File: src/rtl/store_buffer.sv
// store_buffer: aligning circular store FIFO between the MEM stage and dmem.
// Define STORE_BUFFER_LD_HAZARD_EN to add the ld_addr/ld_hazard load-hazard check.
module store_buffer #(
  parameter int DEPTH = 2
) (
  input  logic                     clk,
  input  logic                     rst_n,
  input  logic                     st_valid,
  output logic                     st_ready,
  input  logic [31:0]              st_addr,
  input  logic [31:0]              st_data,
  input  logic [2:0]               st_funct3,
  output logic                     dmem_valid,
  input  logic                     dmem_ready,
  output logic [31:0]              dmem_addr,
  output logic [31:0]              dmem_wdata,
  output logic [3:0]               dmem_wen,
  output logic                     misalign,
`ifdef STORE_BUFFER_LD_HAZARD_EN
  input  logic [31:0]              ld_addr,
  output logic                     ld_hazard,
`endif
  output logic [$clog2(DEPTH):0]   count
);
  localparam int AW = $clog2(DEPTH);
  // entry layout: {addr[31:2], wdata, wen}
  logic [65:0]   mem_q [DEPTH];
  logic [65:0]   mem_d [DEPTH];
  logic [AW-1:0] wp_q, wp_d, rp_q, rp_d;
  logic [AW:0]   count_q, count_d;
  logic          misalign_q, misalign_d;
  logic [1:0]    off;
  logic          sb, sh, sw, ok, acc, push, pop;
  logic [31:0]   wdata;
  logic [3:0]    wen;
  logic [65:0]   head;
  always_comb begin
    off        = st_addr[1:0];
    sb         = st_funct3 == 3'b000;
    sh         = st_funct3 == 3'b001 && !off[0];
    sw         = st_funct3 == 3'b010 && off == 2'b00;
    ok         = sb || sh || sw;
    wdata      = sb ? {4{st_data[7:0]}} : sh ? {2{st_data[15:0]}} : st_data;
    wen        = sb ? 4'b0001 << off : sh ? (off[1] ? 4'b1100 : 4'b0011) : 4'b1111;
    st_ready   = count_q != (AW+1)'(DEPTH);
    dmem_valid = count_q != '0;
    acc        = st_valid && st_ready;
    push       = acc && ok;
    pop        = dmem_valid && dmem_ready;
    misalign_d = acc && !ok;
    mem_d      = mem_q;
    if (push) mem_d[wp_q] = {st_addr[31:2], wdata, wen};
    wp_d       = push ? wp_q + 1'b1 : wp_q;
    rp_d       = pop ? rp_q + 1'b1 : rp_q;
    count_d    = count_q + (AW+1)'(push) - (AW+1)'(pop);
    head       = dmem_valid ? mem_q[rp_q] : '0;
    dmem_addr  = {head[65:36], 2'b00};
    dmem_wdata = head[35:4];
    dmem_wen   = head[3:0];
    misalign   = misalign_q;
    count      = count_q;
  end
`ifdef STORE_BUFFER_LD_HAZARD_EN
  always_comb begin
    ld_hazard = 1'b0;
    for (int i = 0; i < DEPTH; i++)
      ld_hazard = ld_hazard | (({1'b0, AW'(i) - rp_q} < count_q) && mem_q[i][3:0] != 4'b0000 &&
                  ((({mem_q[i][65:36], 2'b00} ^ ld_addr) & 32'hFFFF_FFFC) == 32'h0));
  end
`endif
  always_ff @(posedge clk or negedge rst_n) begin
    if (!rst_n) begin
      mem_q      <= '{default: '0};
      wp_q       <= '0;
      rp_q       <= '0;
      count_q    <= '0;
      misalign_q <= 1'b0;
    end else begin
      mem_q      <= mem_d;
      wp_q       <= wp_d;
      rp_q       <= rp_d;
      count_q    <= count_d;
      misalign_q <= misalign_d;
    end
  end
endmodule

File: config.mk
export PLATFORM = sky130hd
export DESIGN_NAME = store_buffer
export DESIGN_NICKNAME = d
export VERILOG_FILES = /design/src/rtl/store_buffer.sv
export SDC_FILE = /design/constraint.sdc
export NUM_CORES = 1
export LEC_CHECK = 0
export ABC_AREA = 1
export CORE_UTILIZATION = 44
export DETAILED_ROUTE_END_ITERATION = 10
export DONT_BUFFER_PORTS = 1
export PLACE_DENSITY = 0.61
export RECOVER_POWER = 50
export SLEW_MARGIN = 20
export SYNTH_ARGS = -nofsm -noshare
export SYNTH_HDL_FRONTEND = slang
export SYNTH_SLANG_ARGS = --single-unit
File: constraint.sdc
create_clock -name clk -period 3.4 [get_ports clk]
set_input_delay 0.51 -clock clk [delete_from_list [all_inputs] [get_ports clk]]
set_output_delay 0.51 -clock clk [all_outputs]
set_load 0.05 [all_outputs]
; ---- Word level (Yosys, flattened, before mapping)
; Index checks and enable logic that the tools add are counted.
[op_classes]
n_mul = 0
n_eq_ne = 3
n_reduce_logical = 14
div = 0
n_mux = 12
magnitude_cmp = 3
addsub = 4
n_shift = 1
bitwise_logic = 2
[op_table]
columns = cell, count
row1 = $mux W66, 5
row2 = $bwmux W132, 1
row3 = $demux W66 S1, 1
row4 = $mux W32, 2
row5 = $mux W4, 3
row6 = $logic_and A1 B1 Y1, 7
row7 = $ge A2 B2 Y1 const B, 2
row8 = $not A1 Y2, 2
row9 = $shl A1 B2 Y4 const A, 1
row10 = $eq A3 B1 Y1 const B, 1
row11 = $eq A3 B2 Y1 const B, 1
row12 = $logic_not A3 Y1, 1
row13 = $add A1 B1 Y1 const B, 2
row14 = $add A2 B1 Y2, 1
row15 = $logic_not A1 Y1, 2
row16 = $logic_not A2 Y1, 1
row17 = $logic_or A1 B1 Y1, 2
row18 = $lt A2 B1 Y1 const B, 1
row19 = $ne A2 B2 Y1 const B, 1
row20 = $reduce_bool A2 Y1, 1
row21 = $sub A2 B1 Y2, 1
[totals]
in_bits = 71
mem_count = 0
mem_bits_ro = 0
register_bits = 137
elab_cells = 45
latchBits = 0
ram_bits = 0

; ---- Logic depth before layout (Yosys ltp)
; Gate-level depths: netlist of the first run.
[depth]
ltp_word = 7
ltp_mapped = 8

; ---- Least setup slack after synthesis of the first run
; Ideal clock, no wire load.
[synth_path]
path_type = register to output
start = reg count_q[1] (netlist: count[1])
end = out dmem_addr[10]
arrival_ns = 2.047
path_slack_ns = 0.843
path_stages_with_launch = 5
n_path_buf = 2
path_cell_list = dfrtp_1 nor2_1 clkbuf_1 clkbuf_1 a21oi_1
[synth_via]
elab_chain_len = 2
[synth_rtl]
columns = item, line
row1 = "start, declared", 30  ; logic [AW:0] count_q, count_d;
row2 = "start signal, assigned", 82  ; count_q <= count_d;
row3 = $reduce_bool A2 Y1, 46  ; dmem_valid = count_q != '0;
row4 = $mux W66, 56  ; head = dmem_valid ? mem_q[rp_q] : '0;
row5 = "end, declared", 15  ; output logic [31:0] dmem_addr,
; Every way passes these cells.

; ---- Worst setup path in the final report of the first run
[layout_path]
start = reg count_q[0] (netlist: count[0])
end = reg mem_q[25] (netlist bit)
[layout_via]
elab_chain_len = 3
[layout_rtl]
columns = item, line
row1 = $ne A2 B2 Y1, 45  ; st_ready = count_q != (AW+1)'(DEPTH);
row2 = $logic_and A1 B1 Y1, 47  ; acc = st_valid && st_ready;
row3 = $logic_and A1 B1 Y1, 48  ; push = acc && ok;
row4 = "end signal, assigned", 79  ; mem_q <= mem_d;
row5 = "end, declared", 27  ; logic [65:0] mem_q [DEPTH];
; Every way passes these cells.
; A chain may end at the register's enable or synchronous reset.

==> impl_metrics.env, run 1 <==
export IMPL_status="finished, violations left"
export IMPL_violations="negative hold slack"
export IMPL_routed_via_density=4.959
export IMPL_path_max_fanout=53
export IMPL_wl_per_cell_um=14.73
export IMPL_crit_arrival_ps=3070
export IMPL_floorplan_initialDensity_pct=45.17
export IMPL_grt_total_usage_pct=21.65
export IMPL_synth_seq_cells=137
export IMPL_fin_skew_ps=5.905
export IMPL_drive_gt1_share_pct=11.82
export IMPL_final_max_slew_violation_count=0
export IMPL_dpl_cell_area_um2=7103
export IMPL_root_buffer="clkbuf_16"
export IMPL_die_x_um=124.2
export IMPL_cp_start_kind="flop"
export IMPL_syn_area_um2=6565
export IMPL_vdd_drop_max_uv=845.6
export IMPL_htree_levels=4
export IMPL_core_area_um2=14530
export IMPL_p_leak_uw=0.004004
export IMPL_rows=44
export IMPL_cts_buffers=17
export IMPL_port_buffers=0
export IMPL_min_path_type="in2async"
export IMPL_die_area_um2=15410
export IMPL_critPathMaxStageDelay_ps=710
export IMPL_nets=975
export IMPL_post_synth_num_cell_types=24
export IMPL_drt_iter0_markers=395
export IMPL_cp_required_ps=3680
export IMPL_rsz0062_at_grt="no"
export IMPL_die_height_um=124.2
export IMPL_cts_setup_buffers=0
export IMPL_wl_um=16180
export IMPL_routed_via_count=5445
export IMPL_hold_viol_final=137
export IMPL_area_delta_synth_final_pct=16.28
export IMPL_crit_path_top_delay_cell="dfrtp_1"
export IMPL_grt_pass1_vias=4940
export IMPL_hold_slack_ps=-204.8
export IMPL_critPathKind="reg2reg"
export IMPL_total_power_uw=9303
export IMPL_antenna_cells=0
export IMPL_tightest_slew_ps=828.1
export IMPL_first_pass_iters=5
export IMPL_synth_yosys_warnings=0
export IMPL_cts_tree="built"
export IMPL_ios=144
export IMPL_slew_headroom_pct=44.30
export IMPL_cts_reportedPaths_clkPinSlew_ps=60
export IMPL_antenna_found_initial=0
export IMPL_cts_buffer_depth=2
export IMPL_overflow=0
export IMPL_synth_yosys_seq_area_share_pct=52.22
export IMPL_dpl_cell_count=1067
export IMPL_end_kind="flop"
export IMPL_period_share_pct=81.97
export IMPL_fin_crit_ps=2787
export IMPL_place_gp_congestion=0.7758
export IMPL_fmax_ghz=0.3588
export IMPL_clk_latency_ps=410
export IMPL_crit_chain="inv_1 > a21boi_0 > nand3_4 > buf_4 > nand2_1 > o21ai_0"
export IMPL_cts_resized=0
export IMPL_power_density_nw_per_um2=1219
export IMPL_hpwl_um=10120
export IMPL_syn_inst=859
export IMPL_final_cells=1098
export IMPL_max_cap_violations=0
export IMPL_drc_errors=0
export IMPL_ant_nets=0
export IMPL_cts_num_sinks=137
export IMPL_avgSynthCellArea_um2=7.643
export IMPL_grt_max_degree=138
export IMPL_grt_pass1_wl_um=24970
export IMPL_setup_viol=0
export IMPL_stdcell_area_um2=7634
export IMPL_tns_ps=0
==> synthesized netlist by cell type <==
| cell type | n | area share, % |
|---|---|---|
| a21boi_1 | 1 | 0.11 |
| a21oi_1 | 67 | 5.1 |
| buf_1 | 2 | 0.11 |
| buf_2 | 12 | 0.91 |
| buf_4 | 15 | 1.7 |
| buf_6 | 6 | 1.0 |
| clkbuf_1 | 18 | 1.0 |
| conb_1 | 1 | 0.057 |
| dfrtp_1 | 137 | 52 |
| ha_1 | 2 | 0.38 |
| inv_1 | 74 | 4.2 |
| inv_2 | 1 | 0.057 |
| nand2_1 | 386 | 22 |
| nand2_2 | 1 | 0.095 |
| nand3_1 | 5 | 0.38 |
| nand3_2 | 2 | 0.30 |
| nor2_1 | 7 | 0.40 |
| nor2_4 | 1 | 0.17 |
| o211ai_1 | 1 | 0.11 |
| o21ai_0 | 105 | 8.0 |
| o21ai_1 | 11 | 0.84 |
| o21ai_4 | 1 | 0.25 |
| xnor2_1 | 2 | 0.27 |
| xor2_1 | 1 | 0.13 |
==> where the power goes <==
group / switching (uW) / total [uW] / internal (uW)
sequential: 468 / 2870 / 2400
clock: 637 / 1660 / 1020
combinational: 3390 / 4770 / 1370
==> state kept, by name, summed over array words and instances (netlist names) <==
register  count
count         2
mem_q       132
misalign      1
rp_q          1
wp_q          1
==> stage by stage <==
stage               setup WS, ps  hold slack (ps)  utilization, %
floorplan                  843.2            214.4               -
global placement           919.2            221.0           48.87
detailed placement         853.8            218.8           48.87
CTS                        772.4           -226.8           52.52
global route               311.8           -227.8           52.52
finish                     612.9           -204.8           52.52
==> layer usage <==
metal,up-vias,GRT usage [%],share of wire [%]
met5,-,0,0
met4,0,8.036,1.6
met3,20,4.762,4.1
met2,132,33.29,46
met1,2537,29.86,48
li1,2756,-,-
==> worst paths after layout <==
check | startpoint | end | slack (ps) | cells after the start
max in group asynchronous | rst_n | mem_q[98] | 3430 | 0
max reg2reg | count[0] | mem_q[25] | 610 | 6
min | rst_n | mem_q[112] | -200 | 0
min reg2reg | mem_q[66] | mem_q[66] | 480 | 2
min in group clk | st_data[6] | mem_q[76] | 240 | 2
max | count[0] | mem_q[25] | 610 | 6
==> logic make-up after synthesis <==
family          after synthesis  share of synthesized area, %
compound gates              186                         14.43
buf+inv                     128                         9.091
fa+ha+maj                     2                        0.3811
other cells                   1                       0.05712
flops                       137                         52.22
xor+xnor                      3                        0.4003
simple gates                402                         23.42
==> cell usage in the layout (no fill, tap or decap), types with 2 or more instances in the layout <==
master / count
a21oi_1: 67
inv_1: 73
o21ai_0: 106
clkbuf_8: 5
nor2_4: 2
ha_1: 2
xnor2_1: 2
buf_12: 2
dfrtp_1: 136
nand3_4: 2
inv_2: 2
conb_1: 2
clkbuf_1: 8
buf_4: 72
nor2_1: 6
o21ai_1: 10
clkbuf_16: 17
nand2_1: 386
nand3_1: 5
clkinv_2: 2
==> final cells by class <==
type | instances | area [um^2]
Clock buffer | 29 | 520.5
Clock inverter | 2 | 10.01
Fill cell | 1487 | 6900
Inverter | 75 | 281.5
Multi-Input combinational cell | 595 | 2566
Sequential cell | 137 | 3430
Tap cell | 184 | 230.2
Timing Repair Buffer | 76 | 595.6
==> worst max-delay path, delay by kind of cell, from the launching register on <==
family	cells	cell delay (ps)
buf+inv	2	530
flops	1	710
compound gates	2	750
simple gates	2	640
(Power assumes the default switching activity.)
==> inputs of run 2 (changes only) <==
- clock period: 3.4 -> 2.66 ns (I/O delays scaled with it)
==> impl_metrics.env, run 2 (same netlist as run 1, synthesis figures left out) <==
export IMPL_grt_max_degree=138
export IMPL_cts_buffer_depth=2
export IMPL_p_clk_share_pct=17.7
export IMPL_grt_total_usage_pct=22.03
export IMPL_routed_via_count=5454
export IMPL_routed_via_density=4.963
export IMPL_path_delay_family="flip-flops"
export IMPL_fin_crit_ps=2469
export IMPL_hpwl_um=10160
export IMPL_cts_reportedPaths_clkPinSlew_ps=60
export IMPL_min_path_type="in2async"
export IMPL_met3_length_um=875
export IMPL_crit_path_top_delay_cell="dfrtp_1"
export IMPL_power_density_nw_per_um2=1551
export IMPL_antenna_found_initial=0
export IMPL_status="finished, violations left"
export IMPL_die_height_um=124.2
export IMPL_vdd_drop_max_uv=1068
export IMPL_wl_per_cell_um=14.69
export IMPL_drt_iter0_markers=396
export IMPL_htree_levels=4
export IMPL_p_sw_uw=5766
export IMPL_rows=44
export IMPL_critPathKind="reg2out"
export IMPL_ant_nets=0
export IMPL_final_max_slew_violation_count=0
export IMPL_die_x_um=124.2
export IMPL_area_delta_synth_final_pct=16.73
export IMPL_top_register="mem_q"
export IMPL_violations="negative hold slack"
export IMPL_tns_ps=0
export IMPL_path_buf_inv=2
export IMPL_hold_viol_final=137
export IMPL_fmax_ghz=0.4050
export IMPL_pwr_share_seq_pct=30.6
export IMPL_die_area_um2=15410
export IMPL_final_common_cell="nand2_1"
export IMPL_largest_register_ffs=132
export IMPL_first_pass_iters=5
export IMPL_overflow=0
export IMPL_wl_um=16140
export IMPL_nFillCells=1476
export IMPL_rsz0062_at_grt="no"
export IMPL_cp_required_ps=2260
export IMPL_root_buffer="clkbuf_16"
export IMPL_period_share_pct=92.83
export IMPL_antenna_cells=0
export IMPL_fin_skew_ps=7.131
export IMPL_swShare_pct=48.51
export IMPL_port_buffers=0
export IMPL_drc_errors=0
export IMPL_wl_met2_um=7379
export IMPL_tightest_slew_ps=924.9
export IMPL_cpMostUsedCell="buf_4"
export IMPL_grt_pass1_wl_um=25790
export IMPL_top_layer_used="met4"
export IMPL_cts_buffers=17
export IMPL_max_cap_violations=0
export IMPL_mostFrequentLayoutCells="nand2_1 (386), dfrtp_1 (136), o21ai_0 (108)"
export IMPL_end_kind="output pin"
export IMPL_crit_arrival_ps=2070
export IMPL_drt_met1_wl_um=7686
export IMPL_grt_pass1_vias=5175
export IMPL_setup_viol=0
export IMPL_p_int_uw=6122
export IMPL_cp_start_kind="flop"
export IMPL_slew_headroom_pct=38.34
export IMPL_path_max_fanout=29
export IMPL_cts_num_sinks=137
export IMPL_floorplan_initialDensity_pct=45.17
export IMPL_clk_latency_ps=420
export IMPL_nets=976
export IMPL_p_comb_share_pct=51.7
export IMPL_cts_resized=0
export IMPL_place_gp_congestion=0.7753
export IMPL_drive_gt1_share_pct=12.24
export IMPL_critPathMaxStageDelay_ps=730
export IMPL_core_area_um2=14530
export IMPL_p_leak_uw=0.004013
export IMPL_crit_chain="nor2_4 > buf_4 > a21oi_1 > buf_4"
export IMPL_ios=144
export IMPL_hold_slack_ps=-329.3
export IMPL_cts_tree="built"
export IMPL_cts_setup_buffers=0
[run 2: changes by cell type in the layout (fill, tap and decap cells not counted), sizes merged]
cell      previous run  this run
clkinvlp             0         3
clkinv               2         5
buf                 75        74
clkbuf              30        26
[run 2: power groups by stage]
stage	Sequential [uW]	Clock [uW]	Combinational (uW)
3_5_place_dp	3660	0	6220
4_1_cts	3640	2150	6230
3_3_place_gp	3640	0	6170
5_1_grt	3760	2240	6670
6_report	3640	2100	6150
2_1_floorplan	3560	0	4520
[run 2: area by class of cell]
| cell class | count | area (um^2) | share of cell area, % |
|---|---|---|---|
| tap | 184 | 230.2 | 3.004 |
| clock inverter | 8 | 47.55 | 0.6204 |
| multi-input combinational | 595 | 2566 | 33.49 |
| clock buffer | 23 | 478.0 | 6.237 |
| sequential | 137 | 3430 | 44.75 |
| timing repair buffer | 77 | 630.6 | 8.229 |
| inverter | 75 | 281.5 | 3.673 |
[run 2: worst register-to-register path: cells and delay by family (launching register included)]
kind	cells	cell delay, ps
buf+inv	2	930
flops	1	730
compound gates	2	320
simple gates	2	280
[run 2: final timing paths]
| path | from | end | slack (ps) | cells past startpoint |
|---|---|---|---|---|
| worst max-delay path | count[1] | dmem_wdata[3] | 190 | 4 |
| worst min-delay path | rst_n | mem_q[113] | -330 | 0 |
| worst max register to register | count[1] | mem_q[81] | 310 | 6 |
| worst min register to register | mem_q[83] | mem_q[83] | 480 | 2 |
| max in group asynchronous | rst_n | mem_q[12] | 2810 | 0 |
| min in group clk | st_addr[12] | mem_q[46] | 140 | 2 |
[run 2: metal layers]
layer / vias up / track usage (%)
li1: 2757 / -
met5: - / 0
met3: 16 / 5.678
met2: 148 / 33.84
met4: 0 / 7.217
met1: 2533 / 30.23
[run 2: metrics by stage]
stage	power, uW	setup WS, ps	std cells	utilization (%)	instance area [um^2]
2_1_floorplan	8081	214.2	860	-	6569
3_3_place_gp	9809	570.9	1068	49.35	7173
3_5_place_dp	9878	576.3	1068	49.35	7173
4_1_cts	12020	188.9	1099	52.97	7699
5_1_grt	12670	90.07	1099	52.73	7664
6_report	11890	190.8	1099	52.73	7664
